<file path="src/rtl/if_stage.sv">
`default_nettype none
// ============================================================================
// Module   : if_stage
// Brief    : Instruction fetch stage. Owns the fetch PC, issues word requests
//            over a req/gnt/rvalid bus, buffers returned words in a small
//            FIFO and hands {pc, instr} pairs to decode with valid/ready.
//            Redirects flush the FIFO and discard in-flight responses.
//            Optional feature macro: IF_ALIGN_CHECK_EN (misaligned redirect
//            detection with a HALT state).
// Revision : 1.0 - initial release
// ============================================================================
module if_stage #(
  parameter logic [31:0] BOOT_ADDR  = 32'h0000_0000,
  parameter int          FIFO_DEPTH = 2
) (
  input  logic        clk_i,
  input  logic        rst_i,
  output logic        instr_req_o,
  output logic [31:0] instr_addr_o,
  input  logic        instr_gnt_i,
  input  logic        instr_rvalid_i,
  input  logic [31:0] instr_rdata_i,
  output logic        instr_valid_o,
  output logic [31:0] instr_o,
  output logic [31:0] pc_o,
  input  logic        instr_ready_i,
  input  logic        redirect_i,
  input  logic [31:0] redirect_addr_i,
  output logic        misaligned_o
);

  localparam int               c_cnt_w = $clog2(FIFO_DEPTH + 1);
  localparam int               c_ptr_w = $clog2(FIFO_DEPTH);
  localparam logic [c_cnt_w:0] c_depth = (c_cnt_w + 1)'(FIFO_DEPTH);

`ifdef IF_ALIGN_CHECK_EN
  typedef enum logic [1:0] {
    ST_RESET = 2'd0,
    ST_FETCH = 2'd1,
    ST_HALT  = 2'd2
  } state_t;
`else
  typedef enum logic [0:0] {
    ST_RESET = 1'b0,
    ST_FETCH = 1'b1
  } state_t;
`endif

  state_t              r_state;
  state_t              w_state_next;

  logic [31:0]         r_fetch_addr;
  logic [31:0]         r_hold_addr;
  logic [31:0]         r_resp_pc;
  logic                r_hold;
  logic                r_stale;

  logic [c_cnt_w-1:0]  r_outstanding;
  logic [c_cnt_w-1:0]  r_drop_cnt;
  logic [c_cnt_w-1:0]  r_count;
  logic [c_cnt_w-1:0]  w_out_next;
  logic [c_cnt_w-1:0]  w_live;
  logic [c_cnt_w:0]    w_demand;

  logic [c_ptr_w-1:0]  r_wr_ptr;
  logic [c_ptr_w-1:0]  r_rd_ptr;
  logic [31:0]         r_fifo_pc    [FIFO_DEPTH];
  logic [31:0]         r_fifo_instr [FIFO_DEPTH];

  logic [31:0]         w_target;
  logic                w_grant;
  logic                w_stale_grant;
  logic                w_drop_resp;
  logic                w_push;
  logic                w_pop;
  logic                w_credit;

`ifdef IF_ALIGN_CHECK_EN
  logic                w_misaligned;
  logic                r_misaligned;

  assign w_target     = redirect_addr_i;
  assign w_misaligned = redirect_i & (redirect_addr_i[1:0] != 2'b00);
  assign misaligned_o = r_misaligned;
`else
  logic                w_unused_addr_bits;

  // Low target bits carry no meaning without the alignment check.
  assign w_target           = {redirect_addr_i[31:2], 2'b00};
  assign w_unused_addr_bits = ^redirect_addr_i[1:0];
  assign misaligned_o       = 1'b0;
`endif

  // FIFO head is visible directly from storage; a push only shows up the
  // cycle after the response edge, so there is no bypass path.
  assign instr_valid_o = (r_count != '0);
  assign instr_o       = r_fifo_instr[r_rd_ptr];
  assign pc_o          = r_fifo_pc[r_rd_ptr];
  assign w_pop         = instr_valid_o & instr_ready_i;

  // Credit: buffered entries (minus the one leaving now) plus responses that
  // will really be pushed must leave room for one more.
  assign w_live   = r_outstanding - r_drop_cnt;
  assign w_demand = (c_cnt_w + 1)'(r_count) - (c_cnt_w + 1)'(w_pop)
                  + (c_cnt_w + 1)'(w_live);
  assign w_credit = (w_demand < c_depth);

  // A started request is held with its address until granted, regardless of
  // redirects or state changes.
  assign instr_req_o  = r_hold | ((r_state == ST_FETCH) & w_credit);
  assign instr_addr_o = r_hold ? r_hold_addr : r_fetch_addr;

  assign w_grant       = instr_req_o & instr_gnt_i;
  assign w_stale_grant = w_grant & r_hold & r_stale;
  assign w_drop_resp   = instr_rvalid_i & (r_drop_cnt != '0);
  assign w_push        = instr_rvalid_i & ~w_drop_resp & ~redirect_i;
  assign w_out_next    = r_outstanding + c_cnt_w'(w_grant)
                       - c_cnt_w'(instr_rvalid_i);

  // State register.
  always_ff @(posedge clk_i) begin
    if (rst_i) begin
      r_state <= ST_RESET;
    end else begin
      r_state <= w_state_next;
    end
  end

  // Next-state logic: leave RESET once, optionally park in HALT on a bad target.
  always_comb begin
    w_state_next = r_state;
    case (r_state)
      ST_RESET: w_state_next = ST_FETCH;
      ST_FETCH: begin
`ifdef IF_ALIGN_CHECK_EN
        if (w_misaligned) begin
          w_state_next = ST_HALT;
        end
`else
        w_state_next = ST_FETCH;
`endif
      end
`ifdef IF_ALIGN_CHECK_EN
      ST_HALT: begin
        if (redirect_i && !w_misaligned) begin
          w_state_next = ST_FETCH;
        end
      end
`endif
      default: w_state_next = ST_RESET;
    endcase
  end

  // Fetch address and held-request tracking; a held request overtaken by a
  // redirect is marked stale so its grant neither advances the PC nor goes live.
  always_ff @(posedge clk_i) begin
    if (rst_i) begin
      r_fetch_addr <= BOOT_ADDR;
      r_hold       <= 1'b0;
      r_hold_addr  <= BOOT_ADDR;
      r_stale      <= 1'b0;
    end else begin
      if (redirect_i) begin
        r_fetch_addr <= w_target;
      end else if (w_grant && !(r_hold && r_stale)) begin
        r_fetch_addr <= r_fetch_addr + 32'd4;
      end
      r_hold <= instr_req_o & ~instr_gnt_i;
      if (instr_req_o && !instr_gnt_i) begin
        r_hold_addr <= instr_addr_o;
        r_stale     <= (r_hold & r_stale) | redirect_i;
      end else begin
        r_stale     <= 1'b0;
      end
    end
  end

  // Outstanding/drop counters: a redirect turns everything in flight into drops.
  always_ff @(posedge clk_i) begin
    if (rst_i) begin
      r_outstanding <= '0;
      r_drop_cnt    <= '0;
    end else begin
      r_outstanding <= w_out_next;
      if (redirect_i) begin
        r_drop_cnt <= w_out_next;
      end else begin
        r_drop_cnt <= r_drop_cnt + c_cnt_w'(w_stale_grant)
                    - c_cnt_w'(w_drop_resp);
      end
    end
  end

  // Address to tag the next live response with.
  always_ff @(posedge clk_i) begin
    if (rst_i) begin
      r_resp_pc <= BOOT_ADDR;
    end else if (redirect_i) begin
      r_resp_pc <= w_target;
    end else if (w_push) begin
      r_resp_pc <= r_resp_pc + 32'd4;
    end
  end

  // Instruction buffer; a redirect empties it and wins over a same-cycle pop.
  always_ff @(posedge clk_i) begin
    if (rst_i) begin
      r_wr_ptr <= '0;
      r_rd_ptr <= '0;
      r_count  <= '0;
      for (int i = 0; i < FIFO_DEPTH; i++) begin
        r_fifo_pc[i]    <= '0;
        r_fifo_instr[i] <= '0;
      end
    end else if (redirect_i) begin
      r_wr_ptr <= '0;
      r_rd_ptr <= '0;
      r_count  <= '0;
    end else begin
      if (w_push) begin
        r_fifo_pc[r_wr_ptr]    <= r_resp_pc;
        r_fifo_instr[r_wr_ptr] <= instr_rdata_i;
        r_wr_ptr               <= r_wr_ptr + c_ptr_w'(1);
      end
      if (w_pop) begin
        r_rd_ptr <= r_rd_ptr + c_ptr_w'(1);
      end
      r_count <= r_count + c_cnt_w'(w_push) - c_cnt_w'(w_pop);
    end
  end

`ifdef IF_ALIGN_CHECK_EN
  // One-cycle flag following a redirect to a non-word-aligned target.
  always_ff @(posedge clk_i) begin
    if (rst_i) begin
      r_misaligned <= 1'b0;
    end else begin
      r_misaligned <= w_misaligned;
    end
  end
`endif

endmodule
`default_nettype wire

</file>
<file path="config.mk">
export PLATFORM = sky130hd
export DESIGN_NAME = if_stage
export DESIGN_NICKNAME = d
export VERILOG_FILES = /design/src/rtl/if_stage.sv
export SDC_FILE = /design/constraint.sdc
export NUM_CORES = 1
export LEC_CHECK = 0
export BUFFER_PORTS_ARGS = -buffer_cell sky130_fd_sc_hd__buf_4
export CAP_MARGIN = 0
export CORE_MARGIN = 3
export CORE_UTILIZATION = 60
export CTS_BUF_LIST = sky130_fd_sc_hd__clkbuf_8
export CTS_CLUSTER_DIAMETER = 120
export DETAILED_ROUTE_END_ITERATION = 10
export GPL_ROUTABILITY_DRIVEN = 0
export HOLD_SLACK_MARGIN = 0.15
export MAX_ROUTING_LAYER = met4
export PLACE_DENSITY = 0.9
export SYNTH_ARGS = -nofsm -noshare
export SYNTH_HDL_FRONTEND = slang
export SYNTH_SLANG_ARGS = --single-unit
</file>
<file path="constraint.sdc">
create_clock -name clk_i -period 9.8 [get_ports clk_i]
set_input_delay 0.49 -clock clk_i [delete_from_list [all_inputs] [get_ports clk_i]]
set_output_delay 0.49 -clock clk_i [all_outputs]
set_load 0.02 [all_outputs]
</file>
; ---- After elaboration in Yosys (flattened, before gate mapping)
; Memory sizes are Yosys's and may differ from the RTL's. A register that Yosys moved wholly into a read port is not among the register bits.
; Cells that the tools add are included.
[word_totals]
register_bits = 107
ram_bits = 128
output_inout_bits = 99
n_memories = 2
[mem_list]
columns = memory, words, width, rd, rd_clocked_by_memory_dff, wr, line_no
row1 = r_fifo_instr, 2, 32, 1, 1, 2, 68  ; logic [31:0] r_fifo_instr [FIFO_DEPTH];
row2 = r_fifo_pc, 2, 32, 1, 1, 2, 67  ; logic [31:0] r_fifo_pc [FIFO_DEPTH];
[op_classes]
n_addsub = 13
magnitude_cmp = 1
n_mux = 23
bitwise_logic = 16
n_reduce_logical = 13
[op_table]
columns = op, n
row1 = $mux 32, 7
row2 = $add 32x3->32 const B, 2
row3 = $reduce_or 32->1, 2
row4 = $mux 1, 15
row5 = $and 1x1->1, 10
row6 = $reduce_bool 2->1, 4
row7 = $add 2x1->2, 3
row8 = $sub 2x1->2, 3
row9 = $not 1->1, 4
row10 = $reduce_or 2->1, 2
row11 = $add 3x2->3, 1
row12 = $logic_and 1x1->1, 3
row13 = $lt 3x2->1 const B, 1
row14 = $sub 2x1->3, 1
row15 = $add 1x1->1 const B, 2
row16 = $logic_not 1->1, 2
row17 = $mux 2, 1
row18 = $or 1x1->1, 2
row19 = $sub 2x2->2, 1

; ---- Depth between registers and ports, before layout
; Gate-level depths: netlist of run 1.
[logic_depth]
depth_word = 13
mapped_depth = 18

; ---- Worst setup path before layout of run 1
; No wires, ideal clock.
[synth_timing]
kind = input -> register
start = input redirect_i
end = memory r_fifo_instr[0][0] (enable)
arrival_ns = 5.764
slack_ns = 3.468
path_stages = 6
n_path_buf = 3
path_cell_list = clkbuf_1 > clkinv_1 > clkbuf_1 > clkbuf_1 > nand2_1 > o21ai_0
[synth_rtl]
columns = item, line_no
row1 = start: declaration, 27  ; input logic redirect_i,
row2 = end: declaration, 68

; ---- Worst setup path after layout of run 1
[layout_timing]
start = register r_drop_cnt[0]
end = output instr_req_o
[layout_between]
elab_chain_len = 5
[layout_lines]
columns = item, line_no
row1 = start: declaration, 59  ; logic [c_cnt_w-1:0] r_drop_cnt;
row2 = start signal: assignment, 186  ; r_drop_cnt <= w_out_next;
row3 = start signal: assignment, 188  ; r_drop_cnt <= r_drop_cnt + c_cnt_w'(w_stale_grant)
row4 = $sub 2x2->2, 103  ; assign w_live = r_outstanding - r_drop_cnt;
row5 = $add 3x2->3, 105  ; + (c_cnt_w + 1)'(w_live);
row6 = $lt 3x2->1, 106  ; assign w_credit = (w_demand < c_depth);
row7 = $and 1x1->1, 110  ; assign instr_req_o = r_hold | ((r_state == ST_FETCH) & w_credit);
row8 = $or 1x1->1, 110
row9 = end: declaration, 18  ; output logic instr_req_o,
; No other way between the ends.

==> summary by stage, run 1 <==
Timing
In the finished design, the share of the clock period the worst path needs comes to 0.419. Across all hold checks on the routed design, the worst slack comes to 0.237 ns. The sum of negative setup slack is 0 ns. Static timing analysis puts the maximum clock frequency at 0.244 GHz. The shortest clock period the worst path allows after layout is 4.10 ns.

Setup repair after global routing left no endpoint under its margin. Setup violations remaining at the end of the flow were counted as 0. The worst setup margin is 5.70 ns. Measured against its own limit, the worst slew margin works out to 0.106. For the pin with the worst max-slew slack, the measured transition is 1.33 ns.

The count of final hold-check violations came to 0. The count of pins over their slew limit is 0. The maximum clock skew at final layout is 0.0226 ns.

Yosys
The area share of the largest cell type after synthesis is 0.328. In this run the mean area of a mapped cell was 10.5 um2. Yosys instantiated no cell more often than sky130_fd_sc_hd__and2_1. The number of distinct library cells after synthesis is 60. Counting instances in the post-synthesis netlist gives the leading cell types as sky130_fd_sc_hd__and2_1, sky130_fd_sc_hd__edfxtp_1, sky130_fd_sc_hd__dfxtp_1, sky130_fd_sc_hd__mux2_2, sky130_fd_sc_hd__nor3_1.

The cell type with the highest aggregate area in the netlist is sky130_fd_sc_hd__edfxtp_1. The instance count of the mapped netlist is 1078. The post-synthesis async set-or-reset flop share is 0. The Yosys step of the flow raised 0 warnings. The synthesized design contains 228 register bits. By area the synthesized netlist is led by sky130_fd_sc_hd__edfxtp_1, sky130_fd_sc_hd__dfxtp_1, sky130_fd_sc_hd__mux2_2. The synthesized design contains 124 enable-type register cells. The dominant synthesized flop cell is sky130_fd_sc_hd__edfxtp_1.

The post-synthesis instance area is 11400 um2. Of the synthesized area, sequential elements account for 0.511.

Worst setup path
Along the worst path, the maximum fanout reaches 39. The critical path class is register to output port. In this run the critical register-to-register path is captured at r_drop_cnt[1]. The cell depth of the worst flop-to-flop path is 17. The worst setup path is captured at an output port. The worst setup path is launched from a register. The startpoint of the most critical register-to-register path is r_drop_cnt[0]. STA puts the critical path data required time at 9.31 ns.

Following the worst setup path forward leads to its endpoint at instr_req_o. The timing startpoint of the critical path is r_drop_cnt[0]. STA puts the critical path data arrival time at 3.61 ns. Across all register-to-register paths, the minimum setup slack is 5.87 ns.

Power and ir drop
In this run the power spent charging and discharging nets is 0.999 mW. After layout, the design draws a total of 2.91 mW. The internal cell power is 1.91 mW.

The switching portion of total power is 0.343. The power share of the combinational group is 0.309. Of the total power, registers draw 0.419. The share of total power dissipated in the clock network is 0.272.

The power density over the cells is 218 nW/um2. In this run the static leakage power is 5.17 nW. The peak supply drop is 0.245 mV.

Layout
The final design utilization is 0.731. In the final layout, the share of cells above drive strength 1 is 0.264. Once layout is done, the placed cells without fillers occupy 13400 um2.

The number of nets in the finished design is 1286. Relative to the synthesized area, the layout overhead comes to 17.6%. The final non-filler cell total is 1460. The repair_antennas step left the layout with diodes totalling 0.

Route
After detailed routing, the number of remaining DRC violations is 0. The average wire length per cell after detail routing is 19.0 um. The final route contains 9142 vias. Once detail routing completed, the nets flagged for antenna violations numbered 0. The wire length after detailed routing is 27.7 mm.

Using the TritonRoute via totals, the vias-per-cell ratio works out to 6.26. The first-iteration detailed-routing DRC count is 963. The pre-antenna-repair detailed-routing pass consisted of 5 iterations.

GRT
After global routing the overflow that remains totals 0. Entering global routing, the biggest net connects 80 pins. The initial antenna violation count is 0. The number of global-route vias before repair came to 8802. The first global-routing pass estimated 44.1 mm of wire. In the global route stage, overall resource usage came out at 0.270.

Place
Counting tap cells, the placed design contains a total of 1393 instances. The post-DP HPWL is 18.2 mm. Summing all placed instances gives a cell area of 12600 um2. The total of buffers placed on input and output ports is 163.

The post-placement setup slack is 5.87 ns.

Clocking
The count of instances resized after the clock tree is built is 0. TritonCTS built the clock tree. Buffers inserted to repair hold after CTS numbered 0. The buffers inserted during post-CTS setup optimization is 0. The H-tree generated during clock tree synthesis spans 2 levels. The clock transition at the registers of the reported paths is 0.06 ns.

The later-pin clock latency in the skew report is 0.55 ns. The number of clock buffers inserted by TritonCTS is 38. Clock tree synthesis found a total of 228 sinks. In this run the deepest clock path goes through 3 buffers.

CTS placed an instance of sky130_fd_sc_hd__clkbuf_8 at the clock tree root.

Hold path
The worst hold-check path type is primary input to register.

Die
The number of ports placed on the die boundary is 169. From bottom edge to top edge, the die measures 144 um. In this run the horizontal extent of the chip is 144 um. The total number of placement rows is 49. The floorplan step defined a die boundary enclosing 20600 um2. The floorplan step defined a core boundary enclosing 18300 um2. The effective utilization at floorplan is 0.621.

Flow run
The number of maximum-capacitance constraint violations is 0.

Run status
The flow ran to the end, and the final reports show no timing, DRC or antenna violations.
-- final cells by class --
cell class	count	area, um2
Clock buffer	46	633
Clock inverter	21	90.1
Inverter	15	56.3
Multi-Input combinational cell	746	5170
Tap cell	229	287
Sequential cell	228	5810
Fill cell	1298	4910
Timing Repair Buffer	175	1310
-- cell usage in the layout, fill, tap and decap left out, types with 11 or more instances in the layout --
cell / n
sky130_fd_sc_hd__and2_1: 132
sky130_fd_sc_hd__o21a_1: 16
sky130_fd_sc_hd__and3_1: 13
sky130_fd_sc_hd__nor3_1: 80
sky130_fd_sc_hd__o31a_1: 14
sky130_fd_sc_hd__o21ai_0: 22
sky130_fd_sc_hd__nand2_1: 43
sky130_fd_sc_hd__nor2_1: 30
sky130_fd_sc_hd__nand3_1: 35
sky130_fd_sc_hd__nor4_1: 16
sky130_fd_sc_hd__xnor2_1: 13
sky130_fd_sc_hd__mux2_2: 90
sky130_fd_sc_hd__a21oi_1: 39
sky130_fd_sc_hd__dfxtp_1: 103
sky130_fd_sc_hd__buf_4: 175
sky130_fd_sc_hd__ha_1: 11
sky130_fd_sc_hd__edfxtp_1: 124
sky130_fd_sc_hd__inv_1: 29
sky130_fd_sc_hd__and4_1: 18
sky130_fd_sc_hd__nand4_1: 26
sky130_fd_sc_hd__clkbuf_8: 46
sky130_fd_sc_hd__a211oi_1: 21
-- power groups by stage --
stage	Sequential [mW]	Clock, mW	Combinational, mW
2_1_floorplan	1.21	0	0.642
3_3_place_gp	1.23	0	0.863
3_5_place_dp	1.24	0	0.891
4_1_cts	1.22	0.808	0.894
5_1_grt	1.23	0.854	0.978
6_report	1.22	0.793	0.899
-- per-layer routing --
| metal | vias up | global-route usage | routed length, um |
|---|---|---|---|
| met5 | - | - | 0 |
| met4 | 0 | 0.0833 | 523 |
| met3 | 55 | 0.0512 | 2620 |
| met2 | 460 | 0.435 | 13200 |
| met1 | 4350 | 0.350 | 11400 |
| li1 | 4277 | - | - |
-- state kept, by name, summed over array words and instances, names as in the netlist, named ones only --
| signal | count |
|---|---|
| r_outstanding | 2 |
| r_fifo_instr | 64 |
| r_resp_pc | 30 |
| r_fifo_pc | 60 |
| r_hold | 1 |
| r_count | 2 |
| r_hold_addr | 32 |
| r_rd_ptr | 1 |
| r_fetch_addr | 30 |
| r_wr_ptr | 1 |
| r_drop_cnt | 2 |
| r_stale | 1 |
| r_state | 1 |
-- cells by family after synthesis --
group	after synthesis	synth area share
AND/OR/NAND/NOR	440	0.222
flip-flops	228	0.511
AO/OA/AOI/OAI	177	0.108
buffers and inverters	106	0.0363
multiplexers	91	0.0901
XOR/XNOR	23	0.0177
adder cells (fa/ha/maj)	12	0.0139
other	1	0.000330
-- worst min-delay path by stage --
stage                      start                   to  slack [ns]  depth (start not counted)
2_1_floorplan     r_hold_addr[0]       r_hold_addr[0]        0.42                          1
3_3_place_gp      r_hold_addr[0]       r_hold_addr[0]        0.43                          1
3_5_place_dp      r_hold_addr[0]       r_hold_addr[0]        0.43                          1
4_1_cts         instr_rdata_i[2]   r_fifo_instr[0][2]        0.21                          2
5_1_grt        instr_rdata_i[31]  r_fifo_instr[1][31]        0.21                          2
6_report        instr_rdata_i[2]   r_fifo_instr[0][2]        0.24                          2
-- worst max-delay path, stage by stage, from the launching register on --
cell	delay [ns]
sky130_fd_sc_hd__dfxtp_1	0.42
sky130_fd_sc_hd__ha_1	0.20
sky130_fd_sc_hd__xor2_1	0.20
sky130_fd_sc_hd__xnor2_1	0.16
sky130_fd_sc_hd__ha_1	0.28
sky130_fd_sc_hd__fa_1	0.47
sky130_fd_sc_hd__xor2_1	0.18
sky130_fd_sc_hd__a31oi_2	0.19
sky130_fd_sc_hd__buf_4	0.40
sky130_fd_sc_hd__inv_1	0.11
sky130_fd_sc_hd__buf_4	0.26
sky130_fd_sc_hd__buf_4	0.20
Note: power is estimated with default switching activity, not from simulation.
==> run 2: changes to the inputs <==
CORE_UTILIZATION = 54   (was 60)
PLACE_DENSITY = 0.86   (was 0.9)
clock period = 3.3 ns   (was 9.8 ns; I/O delays follow)
==> summary by stage, run 2 (synthesis results as in run 1) <==
Layout
The signed area change from the synthesized netlist to the final layout is 26.1%. The top register by number of flip-flops is r_fifo_instr. The final layout contains 1361 nets. The register with the most flip-flops in the layout has 64 of them. Of the cells placed in the final design, the portion with a size suffix greater than 1 is 0.278. The largest registers in the layout are r_fifo_instr x64, r_fifo_pc x60, r_hold_addr x32.

In the layout the commonest cells are sky130_fd_sc_hd__buf_4, sky130_fd_sc_hd__and2_1, sky130_fd_sc_hd__edfxtp_1. Once layout is done, the placed cells without fillers occupy 14300 um2. The number of antenna repair diodes is 0. The final-layout fill cell count is 1465. Leaving out fill and tap cells, the most frequent cell in the layout is sky130_fd_sc_hd__buf_4. Once layout is complete, the cells apart from fillers number 1578.

Timing
The count of final hold-check violations is 0. The smallest clock period supported by the final layout is computed as 3.19 ns. The worst slew slack as a fraction of its limit is 0.208.

The count of pins over their slew limit is 0. The maximum clock skew at final layout is 0.0257 ns. Of the available clock period, the critical path in the final layout requires 0.967. Hold is met by 0.177 ns. The transition time of the tightest slew-check pin is 1.18 ns. Setup violations remaining at the end of the flow were counted as 0. For this run, the top clock speed supported by timing is 0.313 GHz.

Route
The length of routed met3 wiring is 2.70 mm. The detail route stage leaves a number of antenna-violating nets equal to 0. The average wire length per cell after detail routing is 19.1 um. The routed design uses 14.5 mm of met2 wire. The first-iteration detailed-routing DRC count is 899.

The count of unresolved DRC violations after routing is 0. After detailed routing, the total wire length is 30.2 mm. The routed length on met1 is 12.2 mm. Using the TritonRoute via totals, the vias-per-cell ratio works out to 6.02. The routed via count is 9499.

The pre-antenna-repair detailed-routing pass consisted of 5 iterations. The uppermost signal routing layer after detailed routing is met4.

Clocking
Clock-pin slew was measured on the worst setup and hold paths at 0.07 ns. Counting along the longest clock path gives a buffer depth of 3. The number of clock buffers inserted by TritonCTS is 37.

The clock tree root buffer cell is sky130_fd_sc_hd__clkbuf_8. At the later pin of the worst-skew pair, clock insertion delay measures 0.55 ns. The total number of H-tree levels is 2.

The clock sink total is 228. The CTS tree is yes.

Die
Row generation in the floorplan step produced 52 rows. In this run the vertical extent of the chip is 151 um. The die extent in x is 151 um.

The number of ports placed on the die boundary is 169. The effective utilization at floorplan is 0.556. The die outline area is 22800 um2. The standard cell core area is 20400 um2.

Power and ir drop
Power spread over the standard cell area amounts to 637 nW/um2. For this design the static power due to leakage is 5.53 nW. The peak supply drop is 0.548 mV.

Worst setup path
Data on the critical path arrives at its endpoint at 3.03 ns. The endpoint kind of the worst setup timing path is an output port. The required time of the critical path is 3.13 ns. The top fanout value on the critical path is 31. The critical path class is register to output port. The worst setup path is launched from a register.

GRT
For this run the aggregate overflow at the end of global routing stands at 0. The first global-routing pass estimated 47.0 mm of wire. For this run, the total global-route usage over all layers was measured as 0.265. The initial antenna violation count was 0. The number of global-route vias before repair is 9161. The pin count of the biggest net entering global routing is 78.

Place
After detailed placement, the design holds a cell count of 1444. The post-DP HPWL is 18.3 mm. The total of buffers placed on input and output ports is 163.

The area after detailed placement is 12800 um2.

Hold path
The worst hold-check path type is primary input to register.

Flow run
The tool flagged a number of max-cap violations equal to 0.

Run status
The run finished with clean final reports.
-- run 2: cell types whose count changed in the layout (fill, tap and decap cells not counted), sizes merged --
| cell | previous run | this run |
|---|---|---|
| clkinv | 5 | 15 |
| dlygate4sd3 | 0 | 64 |
| clkbuf | 46 | 44 |
| buf | 175 | 187 |
| inv | 31 | 23 |
| bufinv | 0 | 1 |
-- run 2: report_power, final --
group	switching [mW]	leakage, nW	internal (mW)
clock network	1.16	0.431	1.31
logic	1.76	2.95	1.26
registers	0.241	2.15	3.38
total	3.16	5.53	5.95
-- run 2: cell type report --
class	count	area (um2)	share of cell area
clock buffers	44	606	0.0423
clock inverters	24	145	0.0101
inverters	15	56.3	0.00393
multi-input cells	746	5270	0.368
flip-flops and latches	228	5810	0.406
well taps	270	338	0.0236
repair buffers	251	2090	0.146
-- run 2: final timing paths --
kind                   from               end  slack, ns  cells past startpoint
max              r_count[0]       instr_req_o       0.11                     10
min          instr_rvalid_i  r_outstanding[1]       0.18                      5
max reg2reg      r_count[0]     r_drop_cnt[1]       0.14                     16
min reg2reg  r_hold_addr[1]    r_hold_addr[1]       0.45                      1
-- run 2: repair_timing --
action,CTS,global route
resized for setup,0,13
setup endpoints to repair,0,2
hold buffers,64,0
hold endpoints to repair,123,0
setup buffers,0,2
-- run 2: worst max-delay path, cell delays in order (launching register included) --
cell and delay [ns]:
sky130_fd_sc_hd__dfxtp_4 0.36, sky130_fd_sc_hd__or2_4 0.25, sky130_fd_sc_hd__and2_4 0.16, sky130_fd_sc_hd__ha_4 0.23, sky130_fd_sc_hd__nand2b_4 0.14, sky130_fd_sc_hd__fa_2 0.41, sky130_fd_sc_hd__xor2_2 0.20, sky130_fd_sc_hd__a31oi_4 0.12
sky130_fd_sc_hd__inv_2 0.08, sky130_fd_sc_hd__buf_4 0.32, sky130_fd_sc_hd__buf_4 0.21
-- run 2: routing by layer --
| metal | up-vias | track usage |
|---|---|---|
| met5 | - | - |
| met1 | 4528 | 0.332 |
| li1 | 4419 | - |
| met3 | 83 | 0.0527 |
| met4 | 0 | 0.0975 |
| met2 | 469 | 0.430 |
-- run 2: metrics by stage --
step           utilization  setup WS [ns]  TNS [ns]  power [mW]
2_1_floorplan            -         0.0114         0        5.58
3_3_place_gp         0.628          0.131         0        6.32
3_5_place_dp         0.628         0.0626         0        6.42
4_1_cts              0.696         0.0507         0        8.94
5_1_grt              0.701        -0.0326   -0.0342        9.59
6_report             0.701          0.108         0        9.12
